--- config.mk ---
export PLATFORM = sky130hd
export DESIGN_NAME = i2c_bus_monitor
export DESIGN_NICKNAME = d
export VERILOG_FILES = /design/src/rtl/i2c_bus_monitor.sv
export SDC_FILE = /design/constraint.sdc
export NUM_CORES = 1
export LEC_CHECK = 0
export CELL_PAD_IN_SITES_DETAIL_PLACEMENT = 1
export CELL_PAD_IN_SITES_GLOBAL_PLACEMENT = 1
export CORE_AREA = 2 2 47 49
export CTS_CLUSTER_DIAMETER = 30
export DETAILED_ROUTE_END_ITERATION = 7
export DIE_AREA = 0 0 49 51
export GPL_ROUTABILITY_DRIVEN = 0
export PLACE_DENSITY_LB_ADDON = 0.15
export SLEW_MARGIN = 30
export SYNTH_ARGS = -nofsm -noshare
export SYNTH_HDL_FRONTEND = slang
export SYNTH_SLANG_ARGS = --single-unit
export TNS_END_PERCENT = 1
--- constraint.sdc ---
create_clock -name FPGA_clk -period 1.05 [get_ports FPGA_clk]
set_input_delay 0.21 -clock FPGA_clk [delete_from_list [all_inputs] [get_ports FPGA_clk]]
set_output_delay 0.21 -clock FPGA_clk [all_outputs]
set_load 0.05 [all_outputs]
--- src/rtl/i2c_bus_monitor.sv ---
// I2C slave front end: pin synchronisers, glitch filters, START/STOP detection and bus-phase FSM.
// Optional SCL-low bus timeout is built when I2C_BUS_TIMEOUT_EN is defined.
module i2c_bus_monitor #(
    parameter int SYNC_STAGES    = 2,
    parameter int FILTER_LEN     = 3
`ifdef I2C_BUS_TIMEOUT_EN
    ,
    parameter int TIMEOUT_CYCLES = 100000
`endif
) (
    input  logic FPGA_clk,
    input  logic rst,
    input  logic SCL_in,
    input  logic SDA_in,
    input  logic addr_done,
    output logic SCL,
    output logic SCL_prev,
    output logic SDA,
    output logic start_det,
    output logic stop_det,
    output logic addr_enable,
    output logic addr_rst,
    output logic bus_busy
`ifdef I2C_BUS_TIMEOUT_EN
    ,
    output logic bus_timeout
`endif
);

    localparam int FCW = (FILTER_LEN > 1) ? $clog2(FILTER_LEN) : 1;
    localparam logic [FCW-1:0] FILT_LAST = FCW'(FILTER_LEN - 1);

    typedef enum logic [1:0] {
        IDLE = 2'd0,
        ADDR = 2'd1,
        XFER = 2'd2
    } state_e;

    logic [SYNC_STAGES-1:0] sclSync_q;
    logic [SYNC_STAGES-1:0] sdaSync_q;
    logic [FCW-1:0]         sclCnt_q;
    logic [FCW-1:0]         sdaCnt_q;
    logic                   sclFilt_q;
    logic                   sdaFilt_q;
    logic                   sclPrev_q;
    logic                   sdaPrev_q;
    logic                   sclSyncOut;
    logic                   sdaSyncOut;

    logic   startCond;
    logic   stopCond;
    state_e state_q;
    state_e state_d;
    logic   startDet_q, startDet_d;
    logic   stopDet_q, stopDet_d;
    logic   addrEnable_q, addrEnable_d;
    logic   addrRst_q, addrRst_d;
    logic   busBusy_q, busBusy_d;

    assign sclSyncOut = sclSync_q[SYNC_STAGES-1];
    assign sdaSyncOut = sdaSync_q[SYNC_STAGES-1];

    // Synchroniser chains reset to 1 so the bus looks idle straight out of reset.
    always_ff @(posedge FPGA_clk or posedge rst) begin
        if (rst) begin
            sclSync_q <= '1;
            sdaSync_q <= '1;
        end else begin
            sclSync_q <= {sclSync_q[SYNC_STAGES-2:0], SCL_in};
            sdaSync_q <= {sdaSync_q[SYNC_STAGES-2:0], SDA_in};
        end
    end

    // Filtered value only follows after FILTER_LEN consecutive differing samples.
    always_ff @(posedge FPGA_clk or posedge rst) begin
        if (rst) begin
            sclFilt_q <= 1'b1;
            sclCnt_q  <= '0;
        end else if (sclSyncOut != sclFilt_q) begin
            if (sclCnt_q == FILT_LAST) begin
                sclFilt_q <= sclSyncOut;
                sclCnt_q  <= '0;
            end else begin
                sclCnt_q <= sclCnt_q + 1'b1;
            end
        end else begin
            sclCnt_q <= '0;
        end
    end

    always_ff @(posedge FPGA_clk or posedge rst) begin
        if (rst) begin
            sdaFilt_q <= 1'b1;
            sdaCnt_q  <= '0;
        end else if (sdaSyncOut != sdaFilt_q) begin
            if (sdaCnt_q == FILT_LAST) begin
                sdaFilt_q <= sdaSyncOut;
                sdaCnt_q  <= '0;
            end else begin
                sdaCnt_q <= sdaCnt_q + 1'b1;
            end
        end else begin
            sdaCnt_q <= '0;
        end
    end

    always_ff @(posedge FPGA_clk or posedge rst) begin
        if (rst) begin
            sclPrev_q <= 1'b1;
            sdaPrev_q <= 1'b1;
        end else begin
            sclPrev_q <= sclFilt_q;
            sdaPrev_q <= sdaFilt_q;
        end
    end

    // Requiring SCL high in both cycles rejects an SDA edge that coincides with an SCL edge.
    assign startCond = sclFilt_q & sclPrev_q &  sdaPrev_q & ~sdaFilt_q;
    assign stopCond  = sclFilt_q & sclPrev_q & ~sdaPrev_q &  sdaFilt_q;

`ifdef I2C_BUS_TIMEOUT_EN
    localparam int TCW = (TIMEOUT_CYCLES > 1) ? $clog2(TIMEOUT_CYCLES) : 1;
    localparam logic [TCW-1:0] TIMEOUT_LAST = TCW'(TIMEOUT_CYCLES - 1);

    logic [TCW-1:0] toCnt_q, toCnt_d;
    logic           timeoutHit;
    logic           busTimeout_q;

    assign timeoutHit = (state_q != IDLE) && !sclFilt_q && (toCnt_q == TIMEOUT_LAST);

    always_comb begin
        toCnt_d = '0;
        if ((state_q != IDLE) && !sclFilt_q && !timeoutHit) begin
            toCnt_d = toCnt_q + 1'b1;
        end
    end

    always_ff @(posedge FPGA_clk or posedge rst) begin
        if (rst) begin
            toCnt_q      <= '0;
            busTimeout_q <= 1'b0;
        end else begin
            toCnt_q      <= toCnt_d;
            busTimeout_q <= timeoutHit;
        end
    end

    assign bus_timeout = busTimeout_q;
`else
    logic timeoutHit;
    assign timeoutHit = 1'b0;
`endif

    always_ff @(posedge FPGA_clk or posedge rst) begin
        if (rst) begin
            state_q <= IDLE;
        end else begin
            state_q <= state_d;
        end
    end

    // Priority within a cycle: timeout, then STOP, then START, then addr_done.
    always_comb begin
        state_d = state_q;
        if (timeoutHit) begin
            state_d = IDLE;
        end else begin
            case (state_q)
                IDLE: begin
                    if (startCond) state_d = ADDR;
                end
                ADDR: begin
                    if (stopCond)       state_d = IDLE;
                    else if (startCond) state_d = ADDR;
                    else if (addr_done) state_d = XFER;
                end
                XFER: begin
                    if (stopCond)       state_d = IDLE;
                    else if (startCond) state_d = ADDR;
                end
                default: state_d = IDLE;
            endcase
        end
    end

    always_comb begin
        startDet_d   = startCond;
        stopDet_d    = stopCond;
        addrRst_d    = startCond;
        addrEnable_d = (state_q == ADDR);
        busBusy_d    = (state_q != IDLE);
    end

    always_ff @(posedge FPGA_clk or posedge rst) begin
        if (rst) begin
            startDet_q   <= 1'b0;
            stopDet_q    <= 1'b0;
            addrRst_q    <= 1'b0;
            addrEnable_q <= 1'b0;
            busBusy_q    <= 1'b0;
        end else begin
            startDet_q   <= startDet_d;
            stopDet_q    <= stopDet_d;
            addrRst_q    <= addrRst_d;
            addrEnable_q <= addrEnable_d;
            busBusy_q    <= busBusy_d;
        end
    end

    assign SCL         = sclFilt_q;
    assign SCL_prev    = sclPrev_q;
    assign SDA         = sdaFilt_q;
    assign start_det   = startDet_q;
    assign stop_det    = stopDet_q;
    assign addr_rst    = addrRst_q;
    assign addr_enable = addrEnable_q;
    assign bus_busy    = busBusy_q;

endmodule

==> summary.txt, run 1 <==
Worst path arrival time -> 1.08 ns
Fillers -> 223
Pleak -> 0.460 nW
Area delta synth->final -> 56.9%
Yosys warns -> 0
Site row count -> 17
Initial antenna violation count -> 0
Placed cell count -> 90
Sequential share of power -> 35.9%
Tcrit/Tclk final -> 123%
Die width -> 49 um
Commonest non-fill, non-tap cell in the layout -> dfrtp_1
Initial Util -> 31.4%
Switch share -> 37.1%
Via-to-Cell Ratio -> 4.33
Vias in the first global route -> 507
WL final -> 1230 um
Internal power -> 2.06 mW
Gate Count Post-Synth -> 46
Residual DRC -> 0
Initial DRC Count -> 1
CTS Root Cell -> clkbuf_4
Worst-Margin Slew -> 0.203 ns
Combinational power share -> 53.7%
Kind of end point of the critical path -> output pin
Final Skew -> 0.00167 ns
Layout cell share with drive strength beyond 1 -> 53.6%
Crit-path max cell delay -> 0.55 ns
FF-to-FF End -> state_q[0]
Htree depth -> 1
Largest net degree at the start of global routing -> 19
Core area -> 2060 um^2
Maximum vdd drop -> 0.00131 V
RSZ-0062 raised after global routing -> yes
Global-route wire length before repair -> 2070 um
Cell area after synthesis -> 647 um^2
Final Critical Period -> 1.29 ns
CTS tree -> yes
Worst hold path class -> in2async
Multi-input combinational cell area -> 186 um^2
Finished Layout Cells -> 97
Seq. cell area -> 460 um^2
Post-Syn Nets -> 51
CP Class -> reg2out
FF-to-FF path depth -> 4
ANT cells -> 0
Crit-path cells -> buf_6 > buf_12
Post-DRT Antenna Nets -> 0
GRT overflow -> 0
Final WS setup -> -0.239 ns
Failing checks -> setup timing
Clock slew at reported path FFs -> 0.10 ns
Clock power share -> 10.4%
#FFs+latches synth -> 18
Ports -> 13
Hold Vio Cnt, Final -> 0
Max Cap Viol -> 0
P per Cell Area -> 3230 nW/um^2
Most frequent cells in the layout -> dfrtp_1 (10), buf_12 (9), dfstp_2 (8), buf_4 (6), clkdlybuf4s50_1 (4)
Final setup viols -> 14
Switch Pwr -> 1.22 mW
Crit path launch type -> flip-flop
Final TNS setup -> -1.25 ns
Post-DR wirelength/cell -> 12.7 um
Crit-path max FO -> 4
Avg Synthesized Cell Area -> 14.1 um^2
Clk sinks -> 18
Critical path's slowest cell -> dfstp_2
Worst setup path start -> SCL
Drt pass-1 iters -> 2
Via count -> 420
Pre-CTS setup slack -> -0.117 ns
Number of distinct library cells after synthesis -> 21
Reg-to-reg slack, setup -> -0.13 ns
Slew Limit Fails -> 0
FF-to-FF Start -> SCL
Die footprint -> 2500 um^2
Layout Nets -> 76
IO buf count -> 12
Num CTS Buffers -> 3
Achievable frequency -> 776 MHz
Pwr Total -> 3.28 mW
Slew headroom -> 86.4%
Die height -> 51 um
Final Util -> 49.2%
Max clock buf depth -> 2
Clk_lat worst skew -> 0.29 ns
Outcome -> finished with violations
WP data required -> 0.84 ns
GRT Total Usage -> 11.3%
Register area share after synthesis -> 71.2%
==> critical path: cells and delay by family, from the launching register on <==
kind     cells  cell delay, ns
buf+inv      2            0.24
flops        1            0.55
==> power by group through the flow <==
stage	Clock (mW)	Combinational, mW	Sequential [mW]
floorplan	0	0.437	1.53
global placement	0	1.47	1.21
detailed placement	0	1.50	1.24
CTS	0.363	1.71	1.17
global route	0.370	1.85	1.22
finish	0.340	1.76	1.18
==> repair_timing <==
item,in CTS,in global routing
gates resized for setup,4,3
hold endpoints to repair,0,0
hold buffers,0,0
setup endpoints to repair,13,13
buffers inserted,3,1
pin swaps,0,0
==> worst max path at each step <==
stage,cells after the start,endpoint
after floorplan,4,state_q[0]
after global placement,3,state_q[0]
after detailed placement,3,sdaCnt_q[1]
after CTS,2,SCL
after global routing,2,SCL
final,2,SCL
==> synthesized netlist by cell type, drive strengths merged <==
| library cell | number | area [um^2] |
|---|---|---|
| xnor2 | 2 | 17.5 |
| nor3b | 2 | 15.0 |
| nand3 | 1 | 5.00 |
| mux2 | 2 | 22.5 |
| nand2 | 1 | 3.75 |
| and2b | 1 | 7.51 |
| buf | 2 | 18.8 |
| o21ai | 1 | 5.00 |
| nor2 | 1 | 3.75 |
| nor2b | 3 | 18.8 |
| inv | 3 | 11.3 |
| xor2 | 1 | 8.76 |
| o211ai | 1 | 7.51 |
| a21oi | 1 | 5.00 |
| or2 | 1 | 6.26 |
| dfstp | 8 | 210 |
| dfrtp | 10 | 250 |
| a211o | 1 | 8.76 |
| a31oi | 1 | 6.26 |
| nor3 | 3 | 15.0 |
==> cell type report <==
| type | count | share of cell area [%] |
|---|---|---|
| inverter | 3 | 1.11 |
| tap | 28 | 3.45 |
| timing repair buffer | 22 | 29.5 |
| multi-input combinational | 23 | 18.4 |
| clock buffer | 3 | 2.22 |
| sequential | 18 | 45.4 |
==> layer usage <==
| metal | part of all wire (%) | GRT usage, % |
|---|---|---|
| met1 | 38 | 11.2 |
| met2 | 58 | 21.7 |
| met3 | 3.7 | 2.05 |
| met4 | 0 | 7.14 |
| met5 | 0 | 0 |
==> metrics by stage <==
stage / hold WS [ns] / area [um^2]
finish: 0.224 / 1010
global route: 0.251 / 1010
CTS: 0.211 / 991
detailed placement: 0.348 / 926
global placement: 0.346 / 926
floorplan: 0.143 / 652
==> state kept, by name (all words and copies together), names as in the netlist <==
name         count
bus_busy         1
sclSync_q        2
addr_enable      1
sdaPrev_q        1
sdaCnt_q         2
stop_det         1
addr_rst         1
sdaSync_q        2
state_q          2
SCL_prev         1
sclCnt_q         2
SCL              1
SDA              1
==> cells by family after synthesis <==
group | after synthesis | share of synthesized area (%)
multiplexers | 2 | 3.48
flip-flops | 18 | 71.2
XOR/XNOR | 3 | 4.06
AO/OA/AOI/OAI | 5 | 5.03
buffers and inverters | 5 | 4.64
AND/OR/NAND/NOR | 13 | 11.6
Note: power is estimated with default switching activity, not from simulation.
==> inputs of run 2 (changes only) <==
--- a/config.mk
+++ b/config.mk
@@ -7,10 +7,11 @@
 export LEC_CHECK = 0
 export CELL_PAD_IN_SITES_DETAIL_PLACEMENT = 1
 export CELL_PAD_IN_SITES_GLOBAL_PLACEMENT = 1
-export CORE_AREA = 2 2 47 49
+export CORE_AREA = 2 2 45 47
+export CTS_BUF_LIST = sky130_fd_sc_hd__clkbuf_4 sky130_fd_sc_hd__clkbuf_8
 export CTS_CLUSTER_DIAMETER = 30
 export DETAILED_ROUTE_END_ITERATION = 7
-export DIE_AREA = 0 0 49 51
+export DIE_AREA = 0 0 47 49
 export GPL_ROUTABILITY_DRIVEN = 0
 export PLACE_DENSITY_LB_ADDON = 0.15
 export SLEW_MARGIN = 30
==> run 2 against run 1 <==
Net effect:
- the run still ends with setup timing left
- clock skew up 0.0024 ns
- via count down 1.7%
- sequential cell count unchanged
- final area up 1.5%
- combinational power about the same
- register-to-register slack worse by 0.02 ns
- non-clock buffer count unchanged
- clock-buffer cell count up 1
- first-iteration DRC count up 100%
- cell count unchanged
- critical endpoint unchanged
==> summary.txt, run 2 (same netlist as run 1, synthesis figures left out) <==
Vias in the first global route -> 442 (-13%)
CP Class -> reg2out
Final WS setup -> -0.237 ns (+0.00156 ns)
Layout Nets -> 76 (unchanged)
Crit-path cells -> buf_6 > buf_12
FF-to-FF Start -> SCL
Final TNS setup -> -1.27 ns (-0.0213 ns)
Final Skew -> 0.00407 ns (+0.00240 ns)
Critical path's slowest cell -> dfstp_2
IO buf count -> 12 (unchanged)
Crit path launch type -> flip-flop
CTS Root Cell -> clkbuf_4
Area delta synth->final -> 59.2%
Hold Vio Cnt, Final -> 0 (unchanged)
Max Cap Viol -> 0 (unchanged)
Crit-path max FO -> 2 (-2)
Critical path's top delay family -> flip-flops
Die width -> 47 um (-4.1%)
ANT cells -> 0 (unchanged)
P per Cell Area -> 3260 nW/um^2 (+1.0%)
Final Critical Period -> 1.29 ns (-0.00156 ns)
Final Util -> 55.9% (+6.7 points)
Global-route wire length before repair -> 1950 um (-5.7%)
GRT overflow -> 0 (unchanged)
WL final -> 1190 um (-3.3%)
Worst path arrival time -> 1.08 ns (about the same)
Num CTS Buffers -> 3 (unchanged)
Reg-to-reg slack, setup -> -0.15 ns (-0.02 ns)
Outcome -> finished with violations
Worst hold path class -> in2async
Crit-path max cell delay -> 0.56 ns (about the same)
Post-DRT Antenna Nets -> 0 (unchanged)
Achievable frequency -> 777 MHz (+0.12%)
Post-DP HPWL -> 828 um
WP data required -> 0.84 ns (about the same)
GRT Total Usage -> 12.2% (+0.88 points)
Pwr Total -> 3.36 mW (+2.5%)
Initial antenna violation count -> 0 (unchanged)
Drt pass-1 iters -> 2 (unchanged)
Pre-CTS setup slack -> -0.0433 ns (+0.0736 ns)
Residual DRC -> 0 (unchanged)
RSZ-0062 raised after global routing -> yes
Initial DRC Count -> 2 (+1)
Tcrit/Tclk final -> 123% (-0.15 points)
Clock slew at reported path FFs -> 0.10 ns (about the same)
Most frequent cells in the layout -> dfrtp_1 (10), buf_12 (10), dfstp_2 (8), buf_4 (6)
Die footprint -> 2300 um^2 (-7.8%)
Initial Util -> 35.1% (+3.8 points)
Final setup viols -> 14 (unchanged)
Failing checks -> setup timing
Largest net degree at the start of global routing -> 19 (unchanged)
Via count -> 413 (-1.7%)
Die height -> 49 um (-3.9%)
Kind of end point of the critical path -> output pin
CTS tree -> yes
Htree depth -> 1 (unchanged)
Clk_lat worst skew -> 0.28 ns (about the same)
Core area -> 1840 um^2 (-11%)
FF-to-FF path depth -> 4 (unchanged)
Pleak -> 0.463 nW (+0.61%)
Maximum vdd drop -> 0.00145 V (+11%)
Site row count -> 16 (-1)
Post-DR wirelength/cell -> 12.3 um (-3.3%)
Ports -> 13 (unchanged)
Slew Limit Fails -> 0 (unchanged)
Via-to-Cell Ratio -> 4.26 (-1.7%)
Slew headroom -> 85.8% (-0.57 points)
Max clock buf depth -> 2 (unchanged)
Layout cell share with drive strength beyond 1 -> 54.3% (+0.66 points)
Worst-Margin Slew -> 0.211 ns (+0.00794 ns)
CP bufs+invs -> 2 (unchanged)
Clk sinks -> 18 (unchanged)
FF-to-FF End -> state_q[0]
-- run 2: cell types whose count changed in the layout (fill, tap and decap cells not counted), sizes merged --
cell / change
clkbuf: +1
-- run 2: worst reg2reg max path: cells and delay by family, from the launching register on --
family	cells	cell delay, ns
buf+inv	1	0.13
simple gates	1	0.06
flops	1	0.56
compound gates	2	0.38
-- run 2: how the worst max path moves through the flow --
stage | from | cells past startpoint | endpoint
final | SCL | 2 | SCL
after global placement | SCL | 3 | state_q[0]
after CTS | SCL | 2 | SCL
after global routing | SCL | 2 | SCL
after floorplan | SDA | 4 | state_q[0]
after detailed placement | SCL | 3 | sclCnt_q[1]
-- run 2: power breakdown --
| group | total [mW] | leakage (nW) | switching, mW | internal [mW] |
|---|---|---|---|---|
| registers | 1.21 | 0.217 | 0.219 | 0.988 |
| logic | 1.78 | 0.227 | 0.814 | 0.964 |
| clock network | 0.376 | 0.0184 | 0.203 | 0.173 |
| total | 3.36 | 0.463 | 1.24 | 2.13 |
-- run 2: repair_timing --
item / 4_1_cts / 5_1_grt
setup endpoints to repair: 13 / 16
cloned: 0 / 0
buffers inserted: 5 / 0
resized for setup: 4 / 2
hold buffers: 0 / 0
pin swaps: 0 / 1
-- run 2: metal layers --
metal	wire [um]	share of wire, %	vias to the layer above	GRT usage [%]
met2	671	56	11	19.9
met5	0	0	-	0
met3	57	4.8	2	2.59
li1	-	-	199	-
met4	5	0.42	0	5.56
met1	454	38	201	14.8
-- run 2: through the flow --
step,hold slack [ns],cell area (um^2),instances
5_1_grt,0.232,1030,97
4_1_cts,0.216,1020,97
3_5_place_dp,0.353,930,88
6_report,0.224,1030,97
2_1_floorplan,0.143,652,46
3_3_place_gp,0.346,930,88
-- run 2: layout make-up --
cell class | count | area (um^2)
repair buffers | 22 | 308
inverters | 3 | 11.3
multi-input cells | 23 | 186
clock buffers | 4 | 30.0
fillers | 194 | 812
flip-flops and latches | 18 | 460
well taps | 27 | 33.8
